### src/rtl/mv_result_collector.sv
// mv_result_collector
// Receiving end of the mv_mul_4x4_fp32 result stream. Results go into a
// DEPTH-entry FIFO and are presented downstream with a valid/ready handshake.
// The multiplier cannot be stalled, so this block hands out credits instead.
// The issuer may fire only while can_issue=1. A credit is counted against
// both stored entries and results still in flight, so a compliant issuer
// can never overflow the FIFO.
//
// Ports
//   clk, rst             clock; synchronous active-high reset
//   issue_fire           a vertex entered the multiplier this cycle
//   can_issue            credit available (registers only)
//   res_valid/res_id/res_x..res_w   multiplier result, FP32 stored bit-exact
//   dn_valid/dn_ready/dn_id/dn_x..dn_w   downstream handshake, FIFO head
//   occupancy, inflight  entries stored / issued but not yet returned
//   ovf_err              sticky: result dropped, or result with nothing in flight
//   seq_err              sticky: result id out of order
//   clear_err            clears both sticky flags
module mv_result_collector #(
  parameter int IDW   = 8,
  parameter int DEPTH = 8
) (
  input  logic                       clk,
  input  logic                       rst,
  input  logic                       issue_fire,
  output logic                       can_issue,
  input  logic                       res_valid,
  input  logic [IDW-1:0]             res_id,
  input  logic [31:0]                res_x,
  input  logic [31:0]                res_y,
  input  logic [31:0]                res_z,
  input  logic [31:0]                res_w,
  output logic                       dn_valid,
  input  logic                       dn_ready,
  output logic [IDW-1:0]             dn_id,
  output logic [31:0]                dn_x,
  output logic [31:0]                dn_y,
  output logic [31:0]                dn_z,
  output logic [31:0]                dn_w,
  output logic [$clog2(DEPTH+1)-1:0] occupancy,
  output logic [$clog2(DEPTH+1)-1:0] inflight,
  output logic                       ovf_err,
  output logic                       seq_err,
  input  logic                       clear_err
);
  localparam int PW = $clog2(DEPTH);
  localparam int CW = $clog2(DEPTH+1);

  typedef struct packed {
    logic [IDW-1:0] id;
    logic [31:0]    x;
    logic [31:0]    y;
    logic [31:0]    z;
    logic [31:0]    w;
  } entry_t;

  entry_t          mem [DEPTH];
  entry_t          head;
  logic [PW-1:0]   wr_ptr, rd_ptr;
  logic [CW-1:0]   occ, infl;
  logic [IDW-1:0]  exp_id;
  logic [CW:0]     credit_sum;
  logic            full, pop, push, drop, stray, infl_dec;

  assign full     = (occ == CW'(DEPTH));
  assign dn_valid = (occ != '0);
  assign pop      = dn_valid & dn_ready;
  // A pop in the same cycle frees the head slot, so a full FIFO still accepts.
  assign push     = res_valid & (~full | pop);
  assign drop     = res_valid & full & ~pop;
  assign stray    = res_valid & (infl == '0);
  assign infl_dec = res_valid & (infl != '0);

  assign credit_sum = {1'b0, occ} + {1'b0, infl};
  assign can_issue  = (credit_sum < (CW+1)'(DEPTH));

  // Head is read straight from storage; forced to zero when empty so stale
  // entries never appear on the outputs.
  assign head = mem[rd_ptr];
  always_comb begin
    dn_id = '0;
    dn_x  = '0;
    dn_y  = '0;
    dn_z  = '0;
    dn_w  = '0;
    if (dn_valid) begin
      dn_id = head.id;
      dn_x  = head.x;
      dn_y  = head.y;
      dn_z  = head.z;
      dn_w  = head.w;
    end
  end

  assign occupancy = occ;
  assign inflight  = infl;

  // Storage needs no reset: pointers and occupancy define what is valid.
  always_ff @(posedge clk) begin
    if (push) mem[wr_ptr] <= '{id: res_id, x: res_x, y: res_y, z: res_z, w: res_w};
  end

  always_ff @(posedge clk) begin
    if (rst) begin
      wr_ptr  <= '0;
      rd_ptr  <= '0;
      occ     <= '0;
      infl    <= '0;
      exp_id  <= '0;
      ovf_err <= 1'b0;
      seq_err <= 1'b0;
    end else begin
      if (push) wr_ptr <= wr_ptr + PW'(1);
      if (pop)  rd_ptr <= rd_ptr + PW'(1);
      occ  <= occ + CW'(push) - CW'(pop);
      infl <= infl + CW'(issue_fire) - CW'(infl_dec);
      // Always resync to the id just seen so one bad id flags only once.
      if (res_valid) exp_id <= res_id + IDW'(1);
      // Clear first; an error in the same cycle overrides it.
      if (clear_err) begin
        ovf_err <= 1'b0;
        seq_err <= 1'b0;
      end
      if (drop | stray)                    ovf_err <= 1'b1;
      if (res_valid && (res_id != exp_id)) seq_err <= 1'b1;
    end
  end
endmodule
### config.mk
export PLATFORM = sky130hd
export DESIGN_NAME = mv_result_collector
export DESIGN_NICKNAME = d
export VERILOG_FILES = /design/src/rtl/mv_result_collector.sv
export SDC_FILE = /design/constraint.sdc
export NUM_CORES = 1
export LEC_CHECK = 0
export CAP_MARGIN = 10
export CORE_UTILIZATION = 55
export DETAILED_ROUTE_END_ITERATION = 12
export PLACE_DENSITY = 0.73
export SYNTH_ARGS = -nofsm -noshare
export SYNTH_HDL_FRONTEND = slang
export SYNTH_SLANG_ARGS = --single-unit
### constraint.sdc
create_clock -name clk -period 46.7 [get_ports clk]
set_clock_uncertainty 0.2 [all_clocks]
set_input_delay 4.67 -clock clk [delete_from_list [all_inputs] [get_ports clk]]
set_output_delay 4.67 -clock clk [all_outputs]
set_load 0.01 [all_outputs]
### Yosys cells after proc, flatten, opt, wreduce, memory -nomap -nowiden

Memories as Yosys holds them, arrays and structs flattened. A register that Yosys moved wholly into a read port is not among the register bits.
Cells that the tools add are included.

* equal/unequal tests: 2
* $mul: 0
* divide/modulo/power cells: 0
* bitwise logic cells: 10
* $add $sub $neg: 8
* shift operators: 0
* $lt $le $gt $ge: 1
* reduce and logical (&&, ||, !) cells: 6
* mux-type cells: 12

Operators by type and width (count)
* two-way mux 32 bit: 4
* adder 4 x 1 -> 4 bit: 2
* adder 8 x 1 -> 8 bit (second input constant): 1
* two-way mux 8 bit: 1
* != test 8 bit: 1
* nonzero test 4 bit: 2
* subtractor 4 x 1 -> 4 bit: 2
* adder 3 x 1 -> 3 bit (second input constant): 2
* bitwise AND 1 bit: 6
* two-way mux 3 bit: 2
* adder 4 x 4 -> 5 bit: 1
* < comparator 5 x 4 -> 1 bit (second input constant): 1
* two-way mux 1 bit: 5
* == test 4 bit (second input constant): 1
* logical NOT 4 bit: 1
* nonzero test 2 bit: 2
* inverter 1 bit: 2
* bitwise OR 1 bit: 2
* logical AND 1 bit: 1

* latch bits: 0
* ROM bits: 0
* bits in registers: 24
* logic and storage cells: 47
* memory bits (writable): 1088
* output and inout port bits: 148
* memories kept: 1

Memory list
* mem: words 8, bits a word 136, read ports 1, clocked after Yosys merged registers in 1, wr ports 1, line 57 `entry_t mem [DEPTH];`

### Logic depth before layout (Yosys ltp)

Gate-level depths: netlist (run 1).

* depth in word-level cells: 6
* depth in mapped cells: 11

### Worst setup path before layout (run 1)

Ideal clock, no wire load.

* kind: input to register
* start: input dn_ready
* end: memory mem[0][0] (netlist name), enable pin
* required time: 45.535 ns
* data arrival time: 17.843 ns
* cell stages on the path: 3
* setup slack: 27.691 ns
* library setup time: 0.965 ns
* cells stage by stage: nor2b_1 -> o21ai_2 -> nor4_1

* cells in the longest elaborated chain, start to end: 5

Ends and longest elaborated chain
* start: declaration: line 34 `input logic dn_ready,`
* bitwise AND 1 bit: line 67 `assign pop = dn_valid & dn_ready;`
* bitwise OR 1 bit: line 69 `assign push = res_valid & (~full | pop);`
* bitwise AND 1 bit: line 69
* two-way mux 1 bit: line 100 `if (push) mem[wr_ptr] <= '{id: res_id, x: res_x, y: res_y, z: res_z, w: res_w};`
* two-way mux 1 bit (not written as such): line 100
* end: declaration: line 57

Every way passes these cells.

==> results.md, run 1 <==
- Run status: complete, no violations
- Mean Syn Cell Area: 22.60 sq um
- Clock buffer depth: 3
- Die width: 280.3 microns
- Fin crit share: 0.2025
- CP top delay family: buffers and inverters
- Antenna violations before repair: 12
- Nets: 2373
- Fin util: 0.6566
- Total grt overflow: 0
- Synth top area share: 0.7669
- Clock tree from TritonCTS: yes
- Hold Buf Count CTS: 0
- Vias in the first global route: 20.82k
- Most common cell in the netlist: edfxtp_1
- Max cap viols: 0
- CTS Buf Count: 108
- Detailed placer's ending HPWL: 42.21 mm
- Core area: 76330 sq um
- Combinational Power Share: 0.269
- Global Route Usage Sum: 0.2202
- DR pass1 iterations: 5
- Clock Pin Slew Worst Setup and Hold Paths: 0.06 ns
- Critical path fanouts, max: 72
- Switching share of power: 0.2713
- Hold_ws: 0.2775 ns
- CTS resizes: 0
- Iteration-0 DRC Markers: 1376
- Share of power burned in registers: 0.430
- Sequential area share after synthesis: 0.7796
- CP arrival: 4.59 ns
- First-pass GRT wire length: 127.9 mm
- # setup viols final: 0
- Int Pwr: 2.024 mW
- Syn Inst Count: 1885
- Critical Path Start Type: register
- Post-CTS setup buffer count: 0
- Nature of the critical path endpoint: output pin
- Overall power: 2.778 mW
- Worst path max stage delay: 0.93 ns
- Netlist Area Pre-Place: 42600 sq um
- Top FF cell, synth: edfxtp_1
- Fin cells: 3347
- Req. time, crit path: 41.83 ns
- Fin crit period: 9.455 ns
- Relative max-transition margin: 0.2661
- Setup_tns: 0 ns
- Setup ws final: 37.24 ns
- Routability cong.: 0.7211
- Die ar.: 78580 sq um
- Most common cell on crit path: buf_4
- Hold Crit Class: register to register
- Post-DP Area: 46650 sq um
- Top cells by area, synth: edfxtp_1 (77%), mux4_2 (14%), mux2i_1 (3.3%)
- Leading area contributor after synthesis: edfxtp_1
- Antenna Nets Post-Route: 0
- Syn nets: 2045
- Fin. Hold Viols: 0
- Worst Tran Pin Value: 1.101 ns
- I/O pin total: 290
- VDD IR-drop max: 42.57 uV
- Wire length per cell: 25.33 microns
- Post-Place Cells: 3133
- Worst skew pair latency: 0.64 ns
- Fin area: 50120 sq um
- Via density: 5.814
- Placement Setup Slack: 37.71 ns
- Share of layout cells above drive strength 1: 0.2001
- Max-slew violations: 0
- DRC: 0
- Class of the most critical setup path: register to output pin
- CP Cell Sequence: buf_4 -> buf_4 -> mux4_2 -> mux2i_1 -> nor2_1 -> clkdlybuf4s50_1
- Unrepaired setup endpoints after global routing: false
- Slowest stage cell, crit path: buf_4
- Largest net degree at the start of global routing: 137
- Async S/R FF share, synth: 0
- Clock tree root driver cell: clkbuf_16
- Max H-tree Level: 3
- Post-Route WL: 84.79 mm
- IO Port Bufs: 289
- Initial core utilization: 0.5582
- Post-synth EDFFs: 1088
- # clock sinks: 1115
- Vias: 19.46k
- Die height: 280.3 microns
- Post-synthesis register bit count: 1115
- Max Freq: 105.8 MHz
- Clock group share of total power: 0.301
- Post-synth cell types: 34
- P&R area growth vs syn: 17.64%
- Site row count: 101
- Most frequent cells after synthesis: edfxtp_1 (1088), mux4_2 (272), nor2_1 (159)
- Pleak: 15.37 nW
- Warnings, synthesis: 0
- Sw power: 753.6 uW
- Pwr dens: 55.42 nW/um^2
- Buf+Inv Stages, Crit Path: 3
[power by group through the flow]
stage          logic [mW]  registers [mW]  clock network (mW)
2_1_floorplan       0.450            1.22                   0
3_3_place_gp        0.755            1.21                   0
3_5_place_dp        0.762            1.22                   0
4_1_cts             0.766            1.20               0.854
5_1_grt             0.803            1.20               0.890
6_report            0.748            1.19               0.836
[area by class of cell]
cell class / count / area (sq um)
diodes: 8 / 20.02
clock buffers: 138 / 2836
clock inverters: 68 / 609.3
fillers: 5012 / 26210
inverters: 13 / 48.80
multi-input cells: 663 / 8927
flip-flops and latches: 1115 / 33220
well taps: 1030 / 1289
repair buffers: 312 / 3166
[tightest hold or removal path, stage by stage (launching register included)]
cell and delay (ns):
dfxtp_1 0.31, nand2b_1 0.07, a21oi_1 0.05
[cells in the final DEF (no fill, tap or decap), types with 5 or more instances in the layout]
master / instances
clkinv_1: 27
clkdlybuf4s50_1: 289
buf_12: 8
xnor2_1: 14
clkbuf_16: 109
inv_1: 13
mux2i_1: 139
ha_1: 16
nor2b_1: 5
buf_4: 15
mux4_2: 272
a21oi_1: 5
clkbuf_1: 29
edfxtp_1: 1088
a211oi_1: 7
diode_2: 8
clkinv_2: 19
xor2_1: 8
nor2_1: 156
dfxtp_1: 24
bufinv_16: 8
[sequential cells by signal (all words and copies together) (netlist names), named ones only]
name	flops
exp_id	8
rd_ptr	3
inflight	4
occupancy	4
wr_ptr	3
seq_err	1
ovf_err	1
mem	1088
[cells by family after synthesis]
kind of cell             after synthesis  synth area share
adder cells (fa/ha/maj)               18          0.005639
AND/OR/NAND/NOR                      192           0.01847
flip-flops                          1115            0.7796
XOR/XNOR                              22          0.004523
AO/OA/AOI/OAI                         20          0.003201
multiplexers                         411            0.1764
buffers and inverters                107           0.01216
[final timing paths]
path	depth (start not counted)	slack [ns]	startpoint	endpoint
max reg2reg	7	43.20	occupancy[3]	mem[0][69]
min	2	0.28	ovf_err	ovf_err
max	6	37.24	register	dn_y[8]
min reg2reg	2	0.28	ovf_err	ovf_err
[layer usage]
metal	vias to the layer above	share of wire	global-route usage
met4	10	0.021	0.06319
met1	10360	0.41	0.2921
met3	124	0.051	0.03589
met2	479	0.52	0.3790
met5	-	0.00081	0
li1	8490	-	-
Power figures use the tool's default switching activity.
==> run 2, diff against run 1 <==
- CORE_UTILIZATION: 55 -> 53
- PLACE_DENSITY: 0.73 -> 0.74
- clock period: 46.7 -> 7.75 ns (I/O delays scaled with it)
==> results.md, run 2 (synthesis gave the netlist of run 1 again) <==
- Run status: complete, no violations (unchanged)
- Core area: 79260 sq um (was 76330 sq um)
- Max-slew violations: 0 (unchanged)
- Antenna Nets Post-Route: 0 (unchanged)
- Pwr dens: 336.3 nW/um^2 (was 55.42 nW/um^2)
- VDD IR-drop max: 250.1 uV (was 42.57 uV)
- CP arrival: 3.80 ns (was 4.59 ns)
- Class of the most critical setup path: register to output pin (unchanged)
- Post-CTS setup buffer count: 0 (unchanged)
- Initial core utilization: 0.5375 (was 0.5582)
- Clock buffer depth: 3 (unchanged)
- Fin crit share: 0.6156
- Max H-tree Level: 3 (unchanged)
- DR pass1 iterations: 5 (unchanged)
- Clock group share of total power: 0.311 (was 0.301)
- Critical Path Start Type: register (unchanged)
- Overall power: 16.95 mW (was 2.778 mW)
- Footprint of the multi-input gates: 8942 sq um (was 8927 sq um)
- Register area: 33220 sq um (unchanged)
- GRT met2 Usage: 0.3656 (was 0.3790)
- Register bank with the most flops: mem (unchanged)
- Nature of the critical path endpoint: output pin (unchanged)
- Total grt overflow: 0 (unchanged)
- Vias in the first global route: 21.31k (was 20.82k)
- Antenna violations before repair: 18 (was 12)
- Regs by FF count: mem x1088, exp_id x8 (unchanged)
- Die height: 285.5 microns (was 280.3 microns)
- Routability cong.: 0.7479 (was 0.7211)
- Placement Setup Slack: 3.091 ns (was 37.71 ns)
- Share of layout cells above drive strength 1: 0.2029 (was 0.2001)
- Die width: 285.5 microns (was 280.3 microns)
- Via density: 5.831 (was 5.814)
- CP Cell Sequence: buf_12 -> mux4_2 -> mux2i_1 -> nor2_1 -> clkdlybuf4s50_1 (was buf_4 -> buf_4 -> mux4_2 -> mux2i_1 -> nor2_1 -> clkdlybuf4s50_1)
- Site row count: 103 (was 101)
- Share of power burned in registers: 0.424 (was 0.430)
- First-pass GRT wire length: 130.2 mm (was 127.9 mm)
- Req. time, crit path: 6.78 ns (was 41.83 ns)
- Fin util: 0.6360 (was 0.6566)
- Global Route Usage Sum: 0.2135 (was 0.2202)
- Pleak: 15.48 nW (was 15.37 nW)
- I/O pin total: 290 (unchanged)
- Commonest cells after routing, fill and taps aside: edfxtp_1 (1088), clkdlybuf4s50_1 (289), mux4_2 (272) (unchanged)
- Max cap viols: 0 (unchanged)
- Hold Buf Count CTS: 0 (unchanged)
- Largest net degree at the start of global routing: 143 (was 137)
- Post-Route WL: 84.74 mm (was 84.79 mm)
- P&R area growth vs syn: 18.32% (was 17.64%)
- Clock tree root driver cell: clkbuf_16 (unchanged)
- Worst skew pair latency: 0.68 ns (was 0.64 ns)
- Wire length per cell: 25.18 microns (was 25.33 microns)
- Max reg flops: 1088 (unchanged)
- Fin crit period: 4.771 ns
- Sw power: 4.529 mW (was 753.6 uW)
- CTS Buf Count: 108 (unchanged)
- Slowest stage cell, crit path: dfxtp_4 (was buf_4)
- # setup viols final: 0 (unchanged)
- Most crowded layer after global routing: met2 (unchanged)
- Fin. Hold Viols: 0 (unchanged)
- # clock sinks: 1115 (unchanged)
- Hold Crit Class: register to register (unchanged)
- Detailed placer's ending HPWL: 43.82 mm (was 42.21 mm)
- Post-Place Cells: 3157 (was 3133)
- GRT met3 Usage: 0.03963 (was 0.03589)
- Clock tree from TritonCTS: yes (unchanged)
- Relative max-transition margin: 0.2916 (was 0.2661)
- Fill cell count: 5265 (was 5012)
- Critical path fanouts, max: 106 (was 72)
- DRC: 0 (unchanged)
- Max Freq: 209.6 MHz
- Commonest non-fill, non-tap cell in the layout: edfxtp_1 (unchanged)
- Switching share of power: 0.2672 (was 0.2713)
- Vias: 19.63k (was 19.46k)
- Clock Pin Slew Worst Setup and Hold Paths: 0.06 ns (about the same)
- Reg2Reg Setup Slack: 3.88 ns (was 43.20 ns)
- Worst path max stage delay: 0.72 ns (was 0.93 ns)
- Int Pwr: 12.42 mW (was 2.024 mW)
- Fin cells: 3366 (was 3347)
- Unrepaired setup endpoints after global routing: false (unchanged)
- Nets: 2377 (was 2373)
- Met1 layer usage reported by global route: 0.2790 (was 0.2921)
- Setup ws final: 2.979 ns (was 37.24 ns)
- Setup_tns: 0 ns (unchanged)
- Iteration-0 DRC Markers: 1382 (was 1376)
- Die ar.: 81520 sq um (was 78580 sq um)
- Worst Tran Pin Value: 1.055 ns (was 1.101 ns)
- CTS resizes: 0 (unchanged)
- Combinational Power Share: 0.265 (was 0.269)
- IO Port Bufs: 289 (unchanged)
[run 2: path summary, 6_finish.rpt]
| kind | to | start | depth (start not counted) |
|---|---|---|---|
| worst min register to register | seq_err | seq_err | 2 |
| worst max-delay path | dn_y[3] | register | 5 |
| worst max register to register | occupancy[2] | occupancy[2] | 12 |
| worst min-delay path | seq_err | seq_err | 2 |
[run 2: stage by stage]
step / hold WS [ns] / instance area, sq um
floorplan: 0.2541 / 42620
global placement: 0.2562 / 46770
detailed placement: 0.2577 / 46770
CTS: 0.2663 / 50390
global route: 0.3071 / 50410
finish: 0.2656 / 50410
[run 2: area by class of cell]
| cell class | instances | area share |
|---|---|---|
| Tap cell | 1050 | 0.02606 |
| Sequential cell | 1115 | 0.6591 |
| Timing Repair Buffer | 316 | 0.06439 |
| Clock inverter | 67 | 0.01618 |
| Antenna cell | 9 | 0.0004468 |
| Clock buffer | 133 | 0.05548 |
| Multi-Input combinational cell | 663 | 0.1774 |
| Inverter | 13 | 0.0009680 |
[run 2: power groups by stage]
stage               Combinational (mW)  Sequential [mW]  Clock, mW
finish                            4.48             7.19       5.28
global route                      4.83             7.23       5.60
CTS                               4.59             7.20       5.37
detailed placement                4.56             7.32          0
global placement                  4.50             7.29          0
floorplan                         2.72             7.32          0
[run 2: routing by layer]
metal  vias to the layer above  wire, microns
met5                         -            126
met4                        20           2121
met3                       155           4566
met2                       524          43960
met1                     10430          33970
li1                       8500              -
[run 2: worst max-delay path, delay by kind of cell, from the launching register on]
kind,cells,cell delay (ns)
buffers and inverters,2,1.11
DFF,1,0.72
and+or+nand+nor,1,0.12
muxes,2,0.97
